$ cat src/rtl/tqvp_uart_pkg.sv
`default_nettype none
// ============================================================================
// Module   : tqvp_uart_pkg
// Brief    : Shared types and constants for the TQVP UART receive path.
// Revision : 1.0 - initial release
// ============================================================================
package tqvp_uart_pkg;

    // Oversample ticks per serial bit.
    localparam int unsigned OVERSAMPLE = 16;

    // Oversample count at which the start bit is re-checked (mid start bit).
    localparam int unsigned START_MID  = 7;

    // Last oversample count inside one bit period.
    localparam logic [3:0]  OS_LAST    = 4'(OVERSAMPLE - 1);

    // Receiver state encoding.
    typedef enum logic [2:0] {
        IDLE     = 3'd0,
        START    = 3'd1,
        DATA     = 3'd2,
        STOP     = 3'd3,
        BRK_WAIT = 3'd4
    } rx_state_t;

endpackage
`default_nettype wire

$ cat src/rtl/tqvp_uart_fifo.sv
`default_nettype none
// ============================================================================
// Module   : tqvp_uart_fifo
// Brief    : Small synchronous FIFO with extra-MSB pointers and a
//            combinational head read. Storage is not reset, only pointers.
// Revision : 1.0 - initial release
// ============================================================================
module tqvp_uart_fifo
    import tqvp_uart_pkg::*;
#(
    parameter int WIDTH = 8,
    parameter int DEPTH = 4
) (
    input  logic             clk,
    input  logic             rst_n,
    input  logic             push,
    input  logic [WIDTH-1:0] push_data,
    input  logic             pop,
    output logic [WIDTH-1:0] data,
    output logic             full,
    output logic             empty
);

    localparam int c_aw = $clog2(DEPTH);

    logic [WIDTH-1:0] r_mem [DEPTH];
    logic [c_aw:0]    r_wptr;
    logic [c_aw:0]    r_rptr;
    logic             w_push_ok;
    logic             w_pop_ok;

    // Empty when pointers match; full when only the wrap bit differs.
    assign empty = (r_wptr == r_rptr);
    assign full  = (r_wptr[c_aw] != r_rptr[c_aw]) &&
                   (r_wptr[c_aw-1:0] == r_rptr[c_aw-1:0]);

    // A pop while empty is ignored; a push while full only succeeds when
    // the same cycle frees the head slot.
    assign w_pop_ok  = pop & ~empty;
    assign w_push_ok = push & (~full | pop);

    assign data = r_mem[r_rptr[c_aw-1:0]];

    // Pointer update; both pointers wrap naturally through the extra MSB.
    always_ff @(posedge clk or negedge rst_n) begin
        if (!rst_n) begin
            r_wptr <= '0;
            r_rptr <= '0;
        end else begin
            if (w_push_ok) r_wptr <= r_wptr + 1'b1;
            if (w_pop_ok)  r_rptr <= r_rptr + 1'b1;
        end
    end

    // Storage write; contents need no reset because empty masks them.
    always_ff @(posedge clk) begin
        if (w_push_ok) r_mem[r_wptr[c_aw-1:0]] <= push_data;
    end

endmodule
`default_nettype wire

$ cat src/rtl/tqvp_uart_rx.sv
`default_nettype none
// ============================================================================
// Module   : tqvp_uart_rx
// Brief    : 16x oversampling UART receiver (8N1) with programmable baud
//            tick, receive FIFO, sticky framing/overrun flags and an irq.
// Revision : 1.0 - initial release
// ============================================================================
module tqvp_uart_rx
    import tqvp_uart_pkg::*;
#(
    parameter int DIV_W      = 12,
    parameter int FIFO_DEPTH = 4
) (
    input  logic             clk,
    input  logic             rst_n,
    input  logic             rxd,
    input  logic [DIV_W-1:0] baud_div,
    input  logic             rd_en,
    input  logic             clr_err,
    output logic [7:0]       rd_data,
    output logic             rx_valid,
    output logic             rx_full,
    output logic             frame_err,
    output logic             overrun,
    output logic             irq
);

    localparam logic [3:0] c_start_mid = 4'(START_MID);

    // Tick generator
    logic [DIV_W-1:0] r_tick_cnt;
    logic [DIV_W-1:0] r_div_lat;
    logic             w_tick;

    // Receiver FSM
    rx_state_t        r_state;
    rx_state_t        w_state_nxt;
    logic [3:0]       r_os_cnt;
    logic [3:0]       w_os_cnt_nxt;
    logic [2:0]       r_bit_cnt;
    logic [2:0]       w_bit_cnt_nxt;
    logic [7:0]       r_shift;
    logic [7:0]       w_shift_nxt;
    logic             r_push_req;
    logic             w_push_nxt;
    logic             w_ferr_set;

    // Flags and FIFO status
    logic             r_frame_err;
    logic             r_overrun;
    logic             r_irq;
    logic             w_ovr_set;
    logic             w_full;
    logic             w_empty;
    logic [7:0]       w_head;

    // The divisor is latched only at a wrap so a mid-period change can
    // never shorten or stretch the current period into a glitch tick.
    assign w_tick = (r_tick_cnt == r_div_lat);

    // Free-running oversample tick counter.
    always_ff @(posedge clk or negedge rst_n) begin
        if (!rst_n) begin
            r_tick_cnt <= '0;
            r_div_lat  <= '0;
        end else if (w_tick) begin
            r_tick_cnt <= '0;
            r_div_lat  <= baud_div;
        end else begin
            r_tick_cnt <= r_tick_cnt + 1'b1;
        end
    end

    // Receiver state and datapath registers.
    always_ff @(posedge clk or negedge rst_n) begin
        if (!rst_n) begin
            r_state    <= IDLE;
            r_os_cnt   <= '0;
            r_bit_cnt  <= '0;
            r_shift    <= '0;
            r_push_req <= 1'b0;
        end else begin
            r_state    <= w_state_nxt;
            r_os_cnt   <= w_os_cnt_nxt;
            r_bit_cnt  <= w_bit_cnt_nxt;
            r_shift    <= w_shift_nxt;
            r_push_req <= w_push_nxt;
        end
    end

    // Next-state logic; everything advances only on an oversample tick.
    always_comb begin
        w_state_nxt   = r_state;
        w_os_cnt_nxt  = r_os_cnt;
        w_bit_cnt_nxt = r_bit_cnt;
        w_shift_nxt   = r_shift;
        w_push_nxt    = 1'b0;
        w_ferr_set    = 1'b0;
        if (w_tick) begin
            case (r_state)
                IDLE: begin
                    if (!rxd) begin
                        w_state_nxt  = START;
                        w_os_cnt_nxt = '0;
                    end
                end
                START: begin
                    // Re-check the line half a bit in; a high line was noise.
                    if (r_os_cnt == c_start_mid) begin
                        w_os_cnt_nxt  = '0;
                        w_bit_cnt_nxt = '0;
                        w_state_nxt   = rxd ? IDLE : DATA;
                    end else begin
                        w_os_cnt_nxt = r_os_cnt + 4'd1;
                    end
                end
                DATA: begin
                    // Counting from mid start bit, every 16th tick is mid-bit.
                    if (r_os_cnt == OS_LAST) begin
                        w_os_cnt_nxt  = '0;
                        w_shift_nxt   = {rxd, r_shift[7:1]};
                        w_bit_cnt_nxt = r_bit_cnt + 3'd1;
                        if (r_bit_cnt == 3'd7) w_state_nxt = STOP;
                    end else begin
                        w_os_cnt_nxt = r_os_cnt + 4'd1;
                    end
                end
                STOP: begin
                    if (r_os_cnt == OS_LAST) begin
                        w_os_cnt_nxt = '0;
                        if (rxd) begin
                            w_push_nxt  = 1'b1;
                            w_state_nxt = IDLE;
                        end else begin
                            w_ferr_set  = 1'b1;
                            w_state_nxt = BRK_WAIT;
                        end
                    end else begin
                        w_os_cnt_nxt = r_os_cnt + 4'd1;
                    end
                end
                BRK_WAIT: begin
                    // Hold off until the line has returned high (break ends).
                    if (rxd) w_state_nxt = IDLE;
                end
                default: begin
                    w_state_nxt = IDLE;
                end
            endcase
        end
    end

    // A same-cycle pop frees the slot, so only an unpaired push overflows.
    assign w_ovr_set = r_push_req & w_full & ~rd_en;

    // Sticky error flags; a set event takes priority over a clear.
    always_ff @(posedge clk or negedge rst_n) begin
        if (!rst_n) begin
            r_frame_err <= 1'b0;
            r_overrun   <= 1'b0;
        end else begin
            if (w_ferr_set)   r_frame_err <= 1'b1;
            else if (clr_err) r_frame_err <= 1'b0;
            if (w_ovr_set)    r_overrun   <= 1'b1;
            else if (clr_err) r_overrun   <= 1'b0;
        end
    end

    // Registered interrupt request.
    always_ff @(posedge clk or negedge rst_n) begin
        if (!rst_n) r_irq <= 1'b0;
        else        r_irq <= ~w_empty | r_frame_err | r_overrun;
    end

    tqvp_uart_fifo #(
        .WIDTH (8),
        .DEPTH (FIFO_DEPTH)
    ) u_fifo (
        .clk       (clk),
        .rst_n     (rst_n),
        .push      (r_push_req),
        .push_data (r_shift),
        .pop       (rd_en),
        .data      (w_head),
        .full      (w_full),
        .empty     (w_empty)
    );

    assign rd_data   = w_empty ? 8'h00 : w_head;
    assign rx_valid  = ~w_empty;
    assign rx_full   = w_full;
    assign frame_err = r_frame_err;
    assign overrun   = r_overrun;
    assign irq       = r_irq;

endmodule
`default_nettype wire

$ cat config.mk
export PLATFORM = sky130hd
export DESIGN_NAME = tqvp_uart_rx
export DESIGN_NICKNAME = d
export VERILOG_FILES = /design/src/rtl/tqvp_uart_pkg.sv /design/src/rtl/tqvp_uart_fifo.sv /design/src/rtl/tqvp_uart_rx.sv
export SDC_FILE = /design/constraint.sdc
export NUM_CORES = 1
export LEC_CHECK = 0
export BUFFER_PORTS_ARGS = -buffer_cell sky130_fd_sc_hd__buf_2
export CAP_MARGIN = 5
export CORE_ASPECT_RATIO = 0.9
export CORE_MARGIN = 5
export CORE_UTILIZATION = 60
export CTS_BUF_LIST = sky130_fd_sc_hd__clkbuf_4
export DETAILED_ROUTE_END_ITERATION = 8
export PLACE_DENSITY = 0.8
export SLEW_MARGIN = 20
export SYNTH_ARGS = -nofsm -noshare
export SYNTH_HDL_FRONTEND = slang
export SYNTH_HIERARCHICAL = 1
export SYNTH_SLANG_ARGS = --single-unit
$ cat constraint.sdc
create_clock -name clk -period 2.9 [get_ports clk]
set_clock_uncertainty 0.2 [all_clocks]
set_input_delay 0.145 -clock clk [delete_from_list [all_inputs] [get_ports clk]]
set_output_delay 0.145 -clock clk [all_outputs]
set_load 0.01 [all_outputs]
==> results.cfg, run 1 <==
[status]
outcome = finished clean

[routing]
drt_iter0_drc = 97
via_per_inst = 5.54
first_pass_iters = 4
drt-wirelength-per-cell_um = 15.4
post-route-drc-count = 0
drt_wl_total_um = 6500
detail-route-antenna-nets = 0
dr_total_vias = 2334

[synth]
synth_ff_type = dfrtp_1
synth-edff-count = 32
yosys_warnings = 6
synth.cell_area_um2 = 3820
synthCells = 280
ys_types = 44
ys_ff_latch = 84
syn-num-nets = 306
syn_avg_cell_area_um2 = 13.7
yosysSeqAreaShare_pct = 59.1
async_reset_ff_share_pct = 61.9

[power_and_ir_drop]
switching_share_pct = 24.2
pwr-share-seq_pct = 59.1
clkPwrFrac_pct = 33.5
leakage_uw = 0.00201
p_int_uw = 1740
switching_power_uw = 555
ir_drop_v = 0.000270
power_density_nw_per_um2 = 521
p_comb_share_pct = 7.4

[critical_path]
endpoint_kind = output port
path_depth = 4
rrSetupSlack_ns = 0.34
path_buf_inv = 1
max_stage_delay_ns = 0.72
cp_cell_sequence = xor2_1 -> nor3_4 -> nor2b_1 -> buf_2
reg2reg_depth = 3
r2r_start = u_fifo/r_rptr[1]
cp_max_fo = 11
path_class = reg -> out
endpoint = rd_data[4]
crit_required_ns = 2.56
crit_family = XOR/XNOR gates
startpoint_type = flop
cpMaxStageDelayCell = xor2_1
r2r-end = u_fifo/r_mem[0][6]
arrival_ns = 2.27
cp-startpoint = u_fifo/r_rptr[1]

[clock_tree]
cts_made_buffers = 9
insertion_delay_ns = 0.42
root_buffer = clkbuf_4
cts_buffer_depth = 2
cts_tree = built
clkTransAtPathRegs_ns = 0.14
htreeDepth = 3
cts_sinks = 84

[flow_run]
cap_violations = 0

[global_route]
grt.overflow.total = 0
grt_max_degree = 53
grt_antenna_before_repair = 0
grt_first_pass_wirelength_um = 11100
grt_pass1_vias = 2311
grt_usage_pct = 17.9

[floorplanning]
die_x_um = 94.2
fp.dieH_um = 85.7
std_cell_rows = 27
die_area_um2 = 8070
pin_count = 30
core_um2 = 6150
initial_core_util_pct = 62.2

[timing]
setup_violations = 0
rsz0062_at_grt = false
tns_ns = 0
worst_slew_pin_slew_ns = 0.853
slew_headroom_pct = 42.9
hold_ws_ns = 0.158
fin_crit_sh_pct = 90.1
max_freq_mhz = 383
slew_violations = 0
period_minus_slack_ns = 2.61
final_hold_viol_count = 0

[layout]
area_delta_synth_final_pct = 14.9
nets = 355
fillers = 436
n_antenna_cell = 0
multi_input_area_um2 = 1490
final_cells = 421
regArea_um2 = 2260
drive_above_1_share_pct = 25.4

[place]
hpwl_um = 4230
dpl.cell_count = 388
gp_congestion = 0.780
port_buffers = 29

[hold_path]
hold_class = in -> async
layout make-up:
cell class                 instances  share of cell area (%)
multi-input combinational        177                    33.8
clock buffer                       9                    1.54
clock inverter                     7                    2.25
tap                               87                    2.48
inverter                           7                   0.598
timing repair buffer              50                    7.85
sequential                        84                    51.5
metrics by stage:
stage	utilization, %	setup slack, ns	area (µm²)	power (µW)
after floorplan	-	0.946	3820	1470
after global placement	65.9	0.440	4050	1520
after detailed placement	65.9	0.282	4050	1530
after CTS	71.4	0.185	4390	2310
after global routing	71.5	0.0810	4400	2380
final	71.5	0.286	4400	2290
synth_stat cells, types with 3 or more instances:
cell type	number	area [µm²]
nand3_1	7	35.0
clkbuf_1	3	11.3
nand4_1	3	18.8
xnor2_1	22	193
nor2b_1	10	62.6
nor3_1	6	30.0
edfxtp_1	32	961
o311ai_0	3	26.3
inv_1	7	26.3
mux2_1	3	33.8
nor2_1	22	82.6
mux2_2	23	259
and3_1	14	87.6
buf_2	7	35.0
xor2_1	8	70.1
nand2_1	8	30.0
mux4_2	8	180
ha_1	9	113
nand2b_1	3	18.8
dfrtp_1	52	1300
power by group through the flow:
stage / sequential (µW) / combinational [µW] / clock, µW
6_report: 1350 / 170 / 767
5_1_grt: 1370 / 193 / 824
4_1_cts: 1350 / 173 / 786
3_5_place_dp: 1370 / 156 / 0
3_3_place_gp: 1370 / 148 / 0
2_1_floorplan: 1350 / 114 / 0
cell families after synthesis:
| kind of cell | Yosys count | synth area share, % |
|---|---|---|
| DFF | 84 | 59.1 |
| and+or+nand+nor | 83 | 11.9 |
| buffers and inverters | 19 | 2.39 |
| xor gates and xnor gates | 30 | 6.87 |
| adders and majority gates | 9 | 2.94 |
| AOI/OAI and AO/OA | 20 | 4.15 |
| muxes | 35 | 12.6 |
worst min-delay path: cells and delay by family:
family / cells / cell delay [ns]
buffers and inverters: 3 / 1.14
placed cells by master (no fill, tap or decap), types with 2 or more instances in the layout:
| cell | synthesis | final |
|---|---|---|
| mux2_1 | 3 | 3 |
| o21ai_1 | 2 | 2 |
| nor2b_1 | 10 | 10 |
| dfrtp_1 | 52 | 52 |
| and2_1 | 2 | 2 |
| and3_1 | 14 | 14 |
| mux2_2 | 23 | 23 |
| o22ai_1 | 2 | 2 |
| edfxtp_1 | 32 | 32 |
| mux4_2 | 8 | 8 |
| a221o_1 | 2 | 2 |
| nand4_1 | 3 | 3 |
| nor3_1 | 6 | 4 |
| dlygate4sd3_1 | 0 | 17 |
| buf_4 | 1 | 4 |
| nand3_1 | 7 | 7 |
| xor2_1 | 8 | 8 |
| bufinv_16 | 0 | 2 |
| o311ai_0 | 3 | 3 |
| nand2_1 | 8 | 8 |
| o21ai_0 | 2 | 2 |
| inv_1 | 7 | 7 |
| ha_1 | 9 | 9 |
| buf_2 | 7 | 29 |
| nand2b_1 | 3 | 3 |
| nor2_1 | 22 | 22 |
| or4_1 | 2 | 2 |
| xnor2_1 | 22 | 22 |
| clkbuf_4 | 0 | 9 |
per-layer routing:
metal  share of wire, %  global-route usage (%)
met4                1.3                    7.48
met3                3.4                    3.33
met1                 46                    24.0
met2                 50                    28.8
met5                  0                       0
timing repair:
| action | in CTS | in global routing |
|---|---|---|
| hold buffers | 17 | 0 |
| buffers inserted | 0 | 0 |
| hold endpoints to repair | 74 | 0 |
| setup endpoints to repair | 9 | 2 |
| gates resized for setup | 1 | 1 |
worst min-delay path by stage:
stage / from / cells past startpoint / endpoint / slack [ns]
6_report: rst_n / 3 / r_shift[0] / 0.16
5_1_grt: rst_n / 3 / r_tick_cnt[9] / 0.19
4_1_cts: rst_n / 3 / r_shift[2] / 0.15
3_5_place_dp: rst_n / 2 / r_shift[0] / 0.10
3_3_place_gp: rst_n / 2 / u_fifo/r_rptr[1] / 0.11
2_1_floorplan: rst_n / 0 / frame_err / -0.35
sequential cells by signal (all words and copies together), names as in the netlist, 3 cells and up:
signal and cells:
r_tick_cnt 12, r_os_cnt 4, u_fifo/r_wptr 3, r_div_lat 12, u_fifo/r_mem 32, u_fifo/r_rptr 3, r_state 3, r_bit_cnt 3
r_shift 8
Note: power is estimated with default switching activity, not from simulation.
==> run 2, diff against run 1 <==
--- a/config.mk
+++ b/config.mk
@@ -13,6 +13,7 @@
 export CTS_BUF_LIST = sky130_fd_sc_hd__clkbuf_4
 export DETAILED_ROUTE_END_ITERATION = 8
 export PLACE_DENSITY = 0.8
+export REMOVE_ABC_BUFFERS = 1
 export SLEW_MARGIN = 20
 export SYNTH_ARGS = -nofsm -noshare
 export SYNTH_HDL_FRONTEND = slang
==> run 2 against run 1 <==
Effect of this change:
- fmax grew 9.1%
- core utilization shrank 0.55 points
- largest cell class unchanged
- combinational power is essentially flat
- die area is the same
- sequential share of layout area grew 0.40 points
- hold slack gained 0.0075 ns
- flip-flop and latch count is the same
- routed wire length shrank 4.5%
- cell count is the same
- register-to-register slack gained 0.32 ns
- clock power shrank 13%
- global-route usage shrank 0.67 points
==> results.cfg, run 2 (synthesis results as in run 1) <==
[critical_path]
rrSetupSlack_ns = 0.66
r2r_start = r_tick_cnt[0]
crit_required_ns = 2.56
r2r-end = r_shift[0]
reg2reg_depth = 6
startpoint_type = flop
arrival_ns = 2.05
path_class = reg -> out
cp_max_fo = 11
endpoint_kind = output port

[routing]
drt_wl_total_um = 6210
post-route-drc-count = 0
detail-route-antenna-nets = 0
via_per_inst = 5.38
drt_iter0_drc = 83
first_pass_iters = 4
drt-wirelength-per-cell_um = 14.7
dr_total_vias = 2264

[clock_tree]
cts_made_buffers = 9
cts_tree = built
clkTransAtPathRegs_ns = 0.13
cts_buffer_depth = 2
insertion_delay_ns = 0.41
cts_sinks = 84
root_buffer = clkbuf_4
htreeDepth = 3

[timing]
fin_crit_sh_pct = 82.6
max_freq_mhz = 417
worst_slew_pin_slew_ns = 0.661
slew_violations = 0
rsz0062_at_grt = false
final_hold_viol_count = 0
setup_violations = 0
slew_headroom_pct = 55.9
period_minus_slack_ns = 2.40

[global_route]
grt_max_degree = 53
grt.overflow.total = 0
grt_first_pass_wirelength_um = 10800
grt_pass1_vias = 2276
grt_usage_pct = 17.2
grt_antenna_before_repair = 0

[layout]
n_antenna_cell = 0
fin_area_um2 = 4360
nets = 355
final_cells = 421
final_common_cell = dfrtp_1
fin_util_pct = 71.0
largest_reg_flops = 32
drive_above_1_share_pct = 25.4
area_delta_synth_final_pct = 14.1
layout_common_cells = 52 x dfrtp_1, 32 x edfxtp_1, 29 x buf_2

[power_and_ir_drop]
p_comb_share_pct = 7.7
power_uw = 2180
ir_drop_v = 0.000453
clkPwrFrac_pct = 30.5
power_density_nw_per_um2 = 499
p_int_uw = 1650
switching_share_pct = 24.4
pwr-share-seq_pct = 61.8
switching_power_uw = 531
leakage_uw = 0.00199

[floorplanning]
die_x_um = 94.2
pin_count = 30
core_um2 = 6150
std_cell_rows = 27
die_area_um2 = 8070
initial_core_util_pct = 62.2
fp.dieH_um = 85.7

[place]
dpl.cell_count = 389
gp_congestion = 0.747
hpwl_um = 4210
dpl_cell_area_um2 = 4060
port_buffers = 29

[flow_run]
cap_violations = 0

[status]
outcome = finished clean

[hold_path]
hold_class = in -> async
## run 2: metrics by stage
stage / hold WS [ns] / TNS (ns) / setup slack [ns]
after floorplan: -0.351 / -30.82 / -1.23
after global placement: 0.113 / 0 / 0.670
after detailed placement: 0.118 / 0 / 0.558
after CTS: 0.177 / 0 / 0.0691
after global routing: 0.194 / 0 / 0.280
final: 0.166 / 0 / 0.505
## run 2: routing by layer
layer / wire [µm] / track usage [%] / up-vias
li1: - / - / 1115
met1: 2780 / 22.9 / 1107
met2: 3150 / 28.0 / 37
met3: 224 / 5.35 / 5
met4: 47 / 3.94 / 0
met5: 0 / 0 / -
## run 2: worst max-delay path: stages, from the launching register on
cell and delay [ns]:
dfrtp_1 0.63, xor2_1 0.19, nor3_2 0.52, nor2b_1 0.12, buf_2 0.17
## run 2: what timing repair did
action                    in CTS  in global routing
hold buffers                  16                  0
gates resized for setup        0                  0
setup buffers                  0                  0
hold endpoints to repair      74                  0
## run 2: final cells by class
type	count	area [µm²]
tap	87	109
clock buffer	9	67.6
clock inverter	7	73.8
timing repair buffer	50	343
inverter	7	26.3
multi-input combinational	177	1480
fill	445	1790
sequential	84	2260
## run 2: power groups by stage
stage / logic [µW] / registers [µW] / clock network, µW
2_1_floorplan: 111 / 1350 / 0
3_3_place_gp: 150 / 1370 / 0
3_5_place_dp: 155 / 1370 / 0
4_1_cts: 171 / 1350 / 692
5_1_grt: 192 / 1360 / 748
6_report: 168 / 1340 / 665
## run 2: how the worst max path moves through the flow
stage	start	to	slack (ns)	cells past startpoint
final	u_fifo/r_rptr[1]	rd_data[3]	0.50	4
after global routing	u_fifo/r_rptr[1]	rd_data[3]	0.28	4
after CTS	u_fifo/r_rptr[1]	rd_data[3]	0.07	4
after detailed placement	u_fifo/r_rptr[1]	rd_data[3]	0.56	4
after global placement	u_fifo/r_rptr[1]	irq	0.67	3
after floorplan	r_tick_cnt[6]	r_shift[0]	-1.23	5
